==> config.mk <==
export PLATFORM = sky130hd
export DESIGN_NAME = bp_cce_mem_mux
export DESIGN_NICKNAME = d
export VERILOG_FILES = /design/src/rtl/bp_cce_mem_mux_pkg.sv /design/src/rtl/bp_me_tag_fifo.sv /design/src/rtl/bp_cce_mem_mux.sv
export SDC_FILE = /design/constraint.sdc
export NUM_CORES = 1
export LEC_CHECK = 0
export ABC_AREA = 1
export BUFFER_PORTS_ARGS = -buffer_cell sky130_fd_sc_hd__buf_2
export CAP_MARGIN = 20
export CORE_AREA = 3 3 361 363
export DETAILED_ROUTE_END_ITERATION = 10
export DIE_AREA = 0 0 364 366
export SLEW_MARGIN = 20
export SYNTH_ARGS = -nofsm -noshare
export SYNTH_HDL_FRONTEND = slang
export SYNTH_HIERARCHICAL = 1
export SYNTH_SLANG_ARGS = --single-unit
==> constraint.sdc <==
create_clock -name clk_i -period 4.5 [get_ports clk_i]
set_input_delay 0 -clock clk_i [delete_from_list [all_inputs] [get_ports clk_i]]
set_output_delay 0 -clock clk_i [all_outputs]
set_load 0.01 [all_outputs]
==> src/rtl/bp_cce_mem_mux_pkg.sv <==
// Package for the multi-slice CCE-MEM merge block.
// Holds a width helper shared by the mux top and its tag FIFO; message
// contents are treated as opaque bits, so no message typedefs live here.
package bp_cce_mem_mux_pkg;

    // Width of an index/counter for n states, never less than one bit.
    function automatic int safe_clog2(input int n);
        return (n <= 2) ? 1 : $clog2(n);
    endfunction

endpackage

==> src/rtl/bp_me_tag_fifo.sv <==
// Tag FIFO: records which slice issued each in-flight memory command.
// Circular buffer with wrap-around read/write pointers plus an occupancy count.
// Ports:
//   clk_i, reset_n_i     clock, asynchronous active-low reset
//   push_i, data_i       enqueue a tag (ignored when full)
//   pop_i                dequeue the head tag (ignored when empty)
//   head_o               oldest tag
//   full_o, empty_o      occupancy flags
//   count_o              number of stored tags
module bp_me_tag_fifo
    import bp_cce_mem_mux_pkg::*;
#(
    parameter int width_p = 2,
    parameter int depth_p = 8,
    localparam int ptr_w_lp = safe_clog2(depth_p),
    localparam int cnt_w_lp = safe_clog2(depth_p + 1)
) (
    input  logic                clk_i,
    input  logic                reset_n_i,
    input  logic                push_i,
    input  logic [width_p-1:0]  data_i,
    input  logic                pop_i,
    output logic [width_p-1:0]  head_o,
    output logic                full_o,
    output logic                empty_o,
    output logic [cnt_w_lp-1:0] count_o
);

    localparam logic [ptr_w_lp-1:0] last_lp  = ptr_w_lp'(depth_p - 1);
    localparam logic [cnt_w_lp-1:0] depth_lp = cnt_w_lp'(depth_p);

    logic [width_p-1:0]  mem_q [depth_p];
    logic [ptr_w_lp-1:0] rd_ptr_q, rd_ptr_d;
    logic [ptr_w_lp-1:0] wr_ptr_q, wr_ptr_d;
    logic [cnt_w_lp-1:0] count_q, count_d;
    logic                push_ok, pop_ok;

    assign full_o  = (count_q == depth_lp);
    assign empty_o = (count_q == '0);
    assign count_o = count_q;
    assign head_o  = mem_q[rd_ptr_q];
    assign push_ok = push_i & ~full_o;
    assign pop_ok  = pop_i & ~empty_o;

    always_comb begin
        rd_ptr_d = rd_ptr_q;
        wr_ptr_d = wr_ptr_q;
        count_d  = count_q;
        if (push_ok) begin
            wr_ptr_d = (wr_ptr_q == last_lp) ? '0 : wr_ptr_q + 1'b1;
        end
        if (pop_ok) begin
            rd_ptr_d = (rd_ptr_q == last_lp) ? '0 : rd_ptr_q + 1'b1;
        end
        // Simultaneous push and pop leaves the count unchanged.
        case ({push_ok, pop_ok})
            2'b10:   count_d = count_q + 1'b1;
            2'b01:   count_d = count_q - 1'b1;
            default: count_d = count_q;
        endcase
    end

    always_ff @(posedge clk_i or negedge reset_n_i) begin
        if (!reset_n_i) begin
            rd_ptr_q <= '0;
            wr_ptr_q <= '0;
            count_q  <= '0;
        end else begin
            rd_ptr_q <= rd_ptr_d;
            wr_ptr_q <= wr_ptr_d;
            count_q  <= count_d;
        end
    end

    // Tag storage carries no reset; validity comes from the pointers and count.
    always_ff @(posedge clk_i) begin
        if (push_ok) begin
            mem_q[wr_ptr_q] <= data_i;
        end
    end

endmodule

==> src/rtl/bp_cce_mem_mux.sv <==
// Merges the CCE-MEM command streams of num_cce_p CCE slices onto a single
// memory port and steers the in-order memory responses back to their issuer.
// Ports:
//   clk_i, reset_n_i                 clock, asynchronous active-low reset
//   cce_cmd_i/_v_i/_ready_o          per-slice commands, slice i at [i*msg_width_p +: msg_width_p]
//   mem_cmd_o/_v_o, mem_cmd_ready_i  merged command toward memory
//   mem_resp_i/_v_i/_yumi_o          in-order memory responses
//   cce_resp_o, cce_resp_v_o         response broadcast, one-hot valid to the owning slice
//   cce_resp_yumi_i                  per-slice consume
//   outstanding_o                    commands issued whose response is not yet consumed
module bp_cce_mem_mux
    import bp_cce_mem_mux_pkg::*;
#(
    parameter int num_cce_p         = 4,
    parameter int msg_width_p       = 128,
    parameter int max_outstanding_p = 8,
    parameter int fixed_priority_p  = 0,
    localparam int lg_num_cce_lp     = safe_clog2(num_cce_p),
    localparam int lg_outstanding_lp = safe_clog2(max_outstanding_p + 1)
) (
    input  logic                             clk_i,
    input  logic                             reset_n_i,
    input  logic [num_cce_p*msg_width_p-1:0] cce_cmd_i,
    input  logic [num_cce_p-1:0]             cce_cmd_v_i,
    output logic [num_cce_p-1:0]             cce_cmd_ready_o,
    output logic [msg_width_p-1:0]           mem_cmd_o,
    output logic                             mem_cmd_v_o,
    input  logic                             mem_cmd_ready_i,
    input  logic [msg_width_p-1:0]           mem_resp_i,
    input  logic                             mem_resp_v_i,
    output logic                             mem_resp_yumi_o,
    output logic [msg_width_p-1:0]           cce_resp_o,
    output logic [num_cce_p-1:0]             cce_resp_v_o,
    input  logic [num_cce_p-1:0]             cce_resp_yumi_i,
    output logic [lg_outstanding_lp-1:0]     outstanding_o
);

    logic [num_cce_p-1:0]     full_q, full_d;
    logic [msg_width_p-1:0]   buf_q [num_cce_p];
    logic [msg_width_p-1:0]   buf_d [num_cce_p];
    logic [lg_num_cce_lp-1:0] ptr_q, ptr_d;
    logic [lg_num_cce_lp-1:0] grant, rr_idx;
    logic                     rr_found;
    logic [num_cce_p-1:0]     load;
    logic                     any_full, xfer;
    logic                     tag_full, tag_empty, resp_ok;
    logic [lg_num_cce_lp-1:0] tag_head;
    logic [num_cce_p-1:0]     head_oh;

    assign any_full = |full_q;

    // Ready is gated by reset so every output reads 0 while reset is held.
    assign cce_cmd_ready_o = ~full_q & {num_cce_p{reset_n_i}};
    assign load            = cce_cmd_v_i & cce_cmd_ready_o;

    // Arbiter: round-robin scans from ptr+1 and wraps; fixed picks lowest full index.
    always_comb begin
        grant    = '0;
        rr_idx   = '0;
        rr_found = 1'b0;
        if (fixed_priority_p != 0) begin
            for (int i = num_cce_p - 1; i >= 0; i--) begin
                if (full_q[i]) begin
                    grant = lg_num_cce_lp'(i);
                end
            end
        end else begin
            for (int k = 1; k <= num_cce_p; k++) begin
                rr_idx = lg_num_cce_lp'((int'(ptr_q) + k) % num_cce_p);
                if (!rr_found && full_q[rr_idx]) begin
                    grant    = rr_idx;
                    rr_found = 1'b1;
                end
            end
        end
    end

    // tag_full uses the registered count, so a same-cycle pop cannot enable
    // issue; this keeps mem_resp -> mem_cmd free of a combinational path.
    assign mem_cmd_v_o = mem_cmd_ready_i & any_full & ~tag_full;
    assign mem_cmd_o   = any_full ? buf_q[grant] : '0;
    assign xfer        = mem_cmd_v_o;

    // A granted buffer was not ready this cycle, so it cannot reload until next cycle.
    always_comb begin
        full_d = full_q;
        ptr_d  = ptr_q;
        buf_d  = buf_q;
        if (xfer) begin
            full_d[grant] = 1'b0;
            if (fixed_priority_p == 0) begin
                ptr_d = grant;
            end
        end
        for (int i = 0; i < num_cce_p; i++) begin
            if (load[i]) begin
                full_d[i] = 1'b1;
                buf_d[i]  = cce_cmd_i[i*msg_width_p +: msg_width_p];
            end
        end
    end

    always_ff @(posedge clk_i or negedge reset_n_i) begin
        if (!reset_n_i) begin
            full_q <= '0;
            ptr_q  <= lg_num_cce_lp'(num_cce_p - 1);
        end else begin
            full_q <= full_d;
            ptr_q  <= ptr_d;
        end
    end

    always_ff @(posedge clk_i) begin
        buf_q <= buf_d;
    end

    bp_me_tag_fifo #(
        .width_p (lg_num_cce_lp),
        .depth_p (max_outstanding_p)
    ) tag_fifo (
        .clk_i     (clk_i),
        .reset_n_i (reset_n_i),
        .push_i    (xfer),
        .data_i    (grant),
        .pop_i     (mem_resp_yumi_o),
        .head_o    (tag_head),
        .full_o    (tag_full),
        .empty_o   (tag_empty),
        .count_o   (outstanding_o)
    );

    // Response steering: responses return in issue order, so the head tag owns it.
    assign resp_ok = mem_resp_v_i & ~tag_empty;

    always_comb begin
        head_oh           = '0;
        head_oh[tag_head] = 1'b1;
    end

    assign cce_resp_v_o    = head_oh & {num_cce_p{resp_ok}};
    assign mem_resp_yumi_o = resp_ok & cce_resp_yumi_i[tag_head];
    assign cce_resp_o      = reset_n_i ? mem_resp_i : '0;

    always_ff @(posedge clk_i) begin
        if (reset_n_i) begin
            assert (!(mem_resp_v_i && tag_empty))
                else $warning("bp_cce_mem_mux: memory response with no command outstanding");
            assert (tag_empty || ((cce_resp_yumi_i & ~head_oh) == '0))
                else $warning("bp_cce_mem_mux: response consume from a non-owning slice ignored");
        end
    end

endmodule

# Word level (Yosys, flattened, before mapping)
# Memories as Yosys holds them, arrays and structs flattened.
# Index checks and enable logic that the tools add are counted.
[classes]
addsub = 8
order_cmp = 9
muxes = 36
n_bitwise = 15
n_eq_ne = 5
n_reduce_logical = 15
[op_table]
columns = ["cell", "n"]
rows = [
  ["$mux 128", 4],
  ["$bmux 128 s2", 1],
  ["$lt 2x3->1 const B", 6],
  ["$and 4x4->4", 4],
  ["$mux 1", 16],
  ["$bmux 1 s2", 5],
  ["$reduce_bool 2->1", 5],
  ["$mux 2", 4],
  ["$not 4->4", 2],
  ["$pmux 4 s2", 1],
  ["$add 3x1->3 const B", 2],
  ["$and 1x1->1", 6],
  ["$eq 3x3->1 const B", 2],
  ["$mux 3", 2],
  ["$logic_and 1x1->1", 5],
  ["$add 2x1->2 const B", 2],
  ["$add 2x2->2 const B", 2],
  ["$add 4x1->4 const B", 1],
  ["$demux 1 s2", 2],
  ["$eq 4x4->1 const B", 1],
  ["$ge 2x1->1 const B", 2],
  ["$logic_not 4->1", 1],
  ["$mux 4", 1],
  ["$reduce_or 4->1", 1],
  ["other kinds (7)", 10],
]
[word_totals]
mem_bits_rw = 16
inputBits = 652
n_memories = 1
register_bits = 528
elab_cells = 101
[mem_list]
columns = ["memory", "depth", "width", "read_ports", "rd_ports_with_merged_regs", "write_ports", "line_no", "text"]
rows = [
  ["tag_fifo.mem_q", 8, 2, 1, 0, 1, "bp_me_tag_fifo.sv:32", "logic [width_p-1:0] mem_q [depth_p];"],
]

# Logic depth before layout (Yosys ltp)
[depth]
depth_word = 21
mapped_depth = 21
ltp_nobuf = 20

# Hierarchy
# The synthesis kept the hierarchy.
[modules_own_cells]
columns = ["module", "area_per_inst_um2", "n_inst", "cells_per_inst"]
rows = [
  ["bp_cce_mem_mux", 22435.3, 1, 2066],
  ["bp_me_tag_fifo", 1373.8, 1, 158],
]

# Worst setup path before layout
# Ideal clock, no wire load.
[synth_path]
path_kind = "flip-flop to flip-flop"
start = "register full_q[3]"
end = "register buf_q[0] (netlist name), enable pin"
t_required_ns = 4.019
path_slack_ns = 0.810
stages_incl_launch_ff = 4
setup_time_ns = 0.481
t_arrival_ns = 3.209
path_buffers = 0
path_cell_list = "dfrtp_1 nor2_1 nand2_1 inv_1"
[synth_via]
elab_chain_cells = 3
[synth_lines]
columns = ["element", "line_no", "text"]
rows = [
  ["start: declaration", "bp_cce_mem_mux.sv:38", "logic [num_cce_p-1:0] full_q, full_d;"],
  ["start signal: assignment", "bp_cce_mem_mux.sv:108", "full_q <= full_d;"],
  ["$not 4->4", "bp_cce_mem_mux.sv:53", "assign cce_cmd_ready_o = ~full_q & {num_cce_p{reset_n_i}};"],
  ["$and 4x4->4", "bp_cce_mem_mux.sv:53", ""],
  ["via cce_cmd_ready_o[3]", "bp_cce_mem_mux.sv:25", "output logic [num_cce_p-1:0] cce_cmd_ready_o,"],
  ["$and 4x4->4", "bp_cce_mem_mux.sv:54", "assign load = cce_cmd_v_i & cce_cmd_ready_o;"],
  ["via load[3]", "bp_cce_mem_mux.sv:44", "logic [num_cce_p-1:0] load;"],
  ["end signal: assignment", "bp_cce_mem_mux.sv:114", "buf_q <= buf_d;"],
  ["end: declaration", "bp_cce_mem_mux.sv:39", "logic [msg_width_p-1:0] buf_q [num_cce_p];"],
]
# The timed path passes the listed nets, and every way through them passes these cells.
# A chain may end at the register's enable or synchronous reset.

# Worst setup path after layout
[layout_path]
start = "register ptr_q[0]"
end = "output port mem_cmd_o[125]"
[layout_via]
elab_chain_cells = 18
elab_cells_between_ends = 30
classes_between = "4 x add/sub; 19 x mux; 1 x bitwise; 6 x reduce/logical"
[layout_lines]
columns = ["element", "line_no", "text"]
rows = [
  ["start: declaration", "bp_cce_mem_mux.sv:41", "logic [lg_num_cce_lp-1:0] ptr_q, ptr_d;"],
  ["start signal: assignment", "bp_cce_mem_mux.sv:106", "ptr_q <= lg_num_cce_lp'(num_cce_p - 1);"],
  ["start signal: assignment", "bp_cce_mem_mux.sv:109", "ptr_q <= ptr_d;"],
  ["$add 2x1->2", "bp_cce_mem_mux.sv:69", "rr_idx = lg_num_cce_lp'((int'(ptr_q) + k) % num_cce_p);"],
  ["$bmux 1 s2", "bp_cce_mem_mux.sv:70", "if (!rr_found && full_q[rr_idx]) begin"],
  ["$mux 1 (not written as such)", "bp_cce_mem_mux.sv:70", ""],
  ["$mux 1", "bp_cce_mem_mux.sv:70", ""],
  ["$logic_not 1->1", "bp_cce_mem_mux.sv:70", ""],
  ["$logic_and 1x1->1", "bp_cce_mem_mux.sv:70", ""],
  ["$mux 1", "bp_cce_mem_mux.sv:70", ""],
  ["$logic_not 1->1", "bp_cce_mem_mux.sv:70", ""],
  ["$logic_and 1x1->1", "bp_cce_mem_mux.sv:70", ""],
  ["$mux 1", "bp_cce_mem_mux.sv:70", ""],
  ["$logic_not 1->1", "bp_cce_mem_mux.sv:70", ""],
  ["$logic_and 1x1->1", "bp_cce_mem_mux.sv:70", ""],
  ["$mux 2 (*)", "bp_cce_mem_mux.sv:70", ""],
  ["$not 2->3 (not written as such) (*)", "bp_cce_mem_mux.sv:81", "assign mem_cmd_o = any_full ? buf_q[grant] : '0;"],
  ["$bmux 128 s2 (*)", "bp_cce_mem_mux.sv:81", ""],
  ["$mux 128 (not written as such) (*) (2 in series)", "bp_cce_mem_mux.sv:81", ""],
  ["$mux 128 (*)", "bp_cce_mem_mux.sv:81", ""],
  ["end: declaration", "bp_cce_mem_mux.sv:26", "output logic [msg_width_p-1:0] mem_cmd_o,"],
]
# Every way passes the cells marked *; elsewhere a longest branch is shown, timed or not. The select of a mux whose other input is x is not followed.

==> results.cfg <==
[floorplanning]
die_area_um2 = 133000
start_util_pct = 18.7
ios = 922
std_cell_rows = 131
die_w_um = 364
core-area_um2 = 127000
die_y_um = 366

[sta]
max_freq_mhz = 245
tns_ps = 0
setup_viol = 0
hold_viol_final = 0
rsz0062_at_grt = false
fin_crit_sh_pct = 90.7
max-slew-margin-rel_pct = 31.4
tightest_slew_ps = 1030
drv_slew = 0
skew_ps = 34.6
min_period_ps = 4080

[power_and_ir_drop]
p_leak_nw = 18.1
p_per_area_nw_per_um2 = 815
vdd_drop_max_uv = 836

[synthesis]
synth_cell_types = 34
synth-compound-area-share_pct = 0.342
yosysSeqAreaShare_pct = 68.3
syn-instance-count = 2224
synth_xor_xnor_area_share_pct = 0.0736
synth_top_family_by_area = simple AND/OR/NAND/NOR gates
synth-async-reset-ratio_pct = 2.94
ys.warnings.count = 6
synth_ff_type = edfxtp_1
synthMuxAreaShare_pct = 0
synth_simple_gate_area_share_pct = 24.8
synth-edff-count = 528
syn-num-nets = 2884
avgSynthCellArea_um2 = 10.7
synth_fa_ha_area_share_pct = 0.452
synth.cell_area_um2 = 23800
ys_seq_elements = 544

[clock_tree]
holdBufCountCts = 777
clk_latency_ps = 650
cts_tree = built
htreeDepth = 3
cts_setup_buffers = 0
cts_root_buf = clkbuf_16
clkSinkCount = 544
cts.reportedPaths.clkPinSlew_ps = 60
cts_buffers = 67
cts.repair.resized = 0
clockBufferDepth = 3

[finish]
drive_above_1_share_pct = 27.6
final_nets = 4529
fill_cells = 12553
syn_to_final_growth_pct = 69.6
seqCellArea_um2 = 16300
fin_area_um2 = 40400
multi_input_area_um2 = 6170

[worst_setup_path]
cp-startpoint = ptr_q[0]
worstSetupEndpointType = primary output
start_kind = flop
crit_type = flop to primary output
required_ps = 4500
r2r-start = tag_fifo/rd_ptr_q[0]
arrival_ps = 4080
cp_max_fo = 102

[global_route]
grt.total_usage_pct = 18.1
grt_pass1_vias = 25813
grt_pass1_wl_mm = 176
antenna_found_initial = 28
grt_max_degree = 129
grt_overflow = 0

[detailed_routing]
drt_iter0_markers = 2212
drt-total-wl_mm = 125
via_count = 24861
ant_nets = 0
wire_per_inst_um = 22.3
post-route-drc-count = 2
via_per_inst = 4.44
dr.pass1.iters = 9

[placed_design]
port_buffers = 921
hpwl_mm = 82.9
gp_congestion = 0.911
dpl-instance-area_um2 = 30300

[run]
drv_cap = 0

[hold_path]
hold_path.startpoint = cce_cmd_i[399]
hp-class = input port to flop

[outcome]
outcome = finished, violations left
violations = design-rule violations
-- layout by cell type (no fill, tap or decap), types with 3 or more instances in the layout --
cell type        n
dlygate4sd3_1  777
clkbuf_8         3
nor3_1          15
buf_12          21
clkinvlp_4       4
dfrtp_1         14
edfxtp_1       528
clkbuf_1         9
nand2_4          3
buf_2          920
clkinv_1        11
nand3_1        400
nand2_1        478
bufinv_16        7
ha_1             7
clkbuf_16       68
nand2_2          4
o21ai_1          4
inv_1          163
nor2_1         282
o21ai_0          8
clkinv_2         6
nand4_1        131
inv_6            8
buf_4           18
diode_2         20
-- logic make-up after synthesis --
group	Yosys count
simple gates	1325
flops	544
buf+inv	330
compound gates	15
fa+ha+maj	8
xor+xnor	2
-- sequential cells by signal (all words and copies together), names as in the netlist --
name	cells
buf_q	512
full_q	4
ptr_q	2
tag_fifo/count_o	4
tag_fifo/mem_q	16
tag_fifo/rd_ptr_q	3
tag_fifo/wr_ptr_q	3
-- final timing paths --
| path | cells past startpoint | slack [ps] | to |
|---|---|---|---|
| max in group asynchronous | 3 | 3930 | tag_fifo/rd_ptr_q[2] |
| hold / removal | 2 | 70 | buf_q[15] |
| hold reg to reg | 2 | 560 | tag_fifo/wr_ptr_q[2] |
| setup reg to reg | 20 | 770 | tag_fifo/count_o[3] |
| min in group asynchronous | 3 | 250 | full_q[1] |
| setup / recovery | 15 | 420 | mem_cmd_o[125] |
-- stage by stage --
| stage | hold slack [ps] | utilization, % | cells | setup WS, ps | total power, mW |
|---|---|---|---|---|---|
| floorplan | -296 | - | 2224 | 810 | 18.4 |
| global placement | 177 | 23.8 | 4685 | 1210 | 26.3 |
| detailed placement | 178 | 23.8 | 4685 | 1180 | 26.4 |
| CTS | 0.0829 | 31.7 | 5580 | 422 | 32.7 |
| global route | 10.0 | 31.7 | 5593 | 165 | 35.0 |
| finish | 71.2 | 31.7 | 5600 | 419 | 32.9 |
-- area by class of cell --
type,count,share of cell area (%)
flip-flops and latches,544,40.3
diodes,20,0.124
multi-input cells,1350,15.3
inverters,170,1.65
well taps,1662,5.15
clock inverters,38,1.12
clock buffers,80,4.40
repair buffers,1736,32.0
-- Yosys cell counts (2+ instances only) --
cell	instances	area share [%]
nor3_1	15	0.32
dfrtp_1	14	1.5
nand4_2	2	0.11
buf_6	4	0.19
buf_2	80	1.7
dfstp_2	2	0.22
nand4_1	131	3.4
edfxtp_1	528	67
nor2_1	282	4.4
nand2_4	3	0.14
o21ai_0	8	0.17
clkbuf_1	48	0.76
ha_1	7	0.37
o21ai_1	4	0.084
buf_1	11	0.17
inv_2	3	0.047
nand2_2	5	0.13
buf_4	17	0.54
nor2_2	2	0.053
nand2_1	479	7.6
inv_1	167	2.6
nand3_1	400	8.4
-- metal layers --
layer / vias to the layer above / global-route usage [%] / wire, um
met5: - / 0 / 55
met4: 8 / 10.7 / 7940
met3: 330 / 4.17 / 9950
met2: 1619 / 31.7 / 62200
met1: 11922 / 19.8 / 44600
li1: 10982 / - / -
-- where the power goes --
part / leakage [nW] / switching, mW / internal (mW) / total [mW]
registers: 5.03 / 0.296 / 6.31 / 6.61
logic: 12.0 / 14.4 / 6.31 / 20.7
clock network: 1.07 / 2.34 / 3.26 / 5.59
total: 18.1 / 17.0 / 15.9 / 32.9
-- worst max-delay path, stage by stage, from the launching register on --
cell and delay, ps:
dfstp_2 680, inv_2 170, nand2_1 110, nand2_1 90
nand2_2 140, nand2_4 90, o21bai_1 180, nand2_1 120
nand2_4 310, nand2_8 220, buf_12 280, nand3_1 220
nand2_1 90, nor2_1 240, nor2_1 80, buf_2 200
No activity file was read; power rests on OpenSTA's default activity.
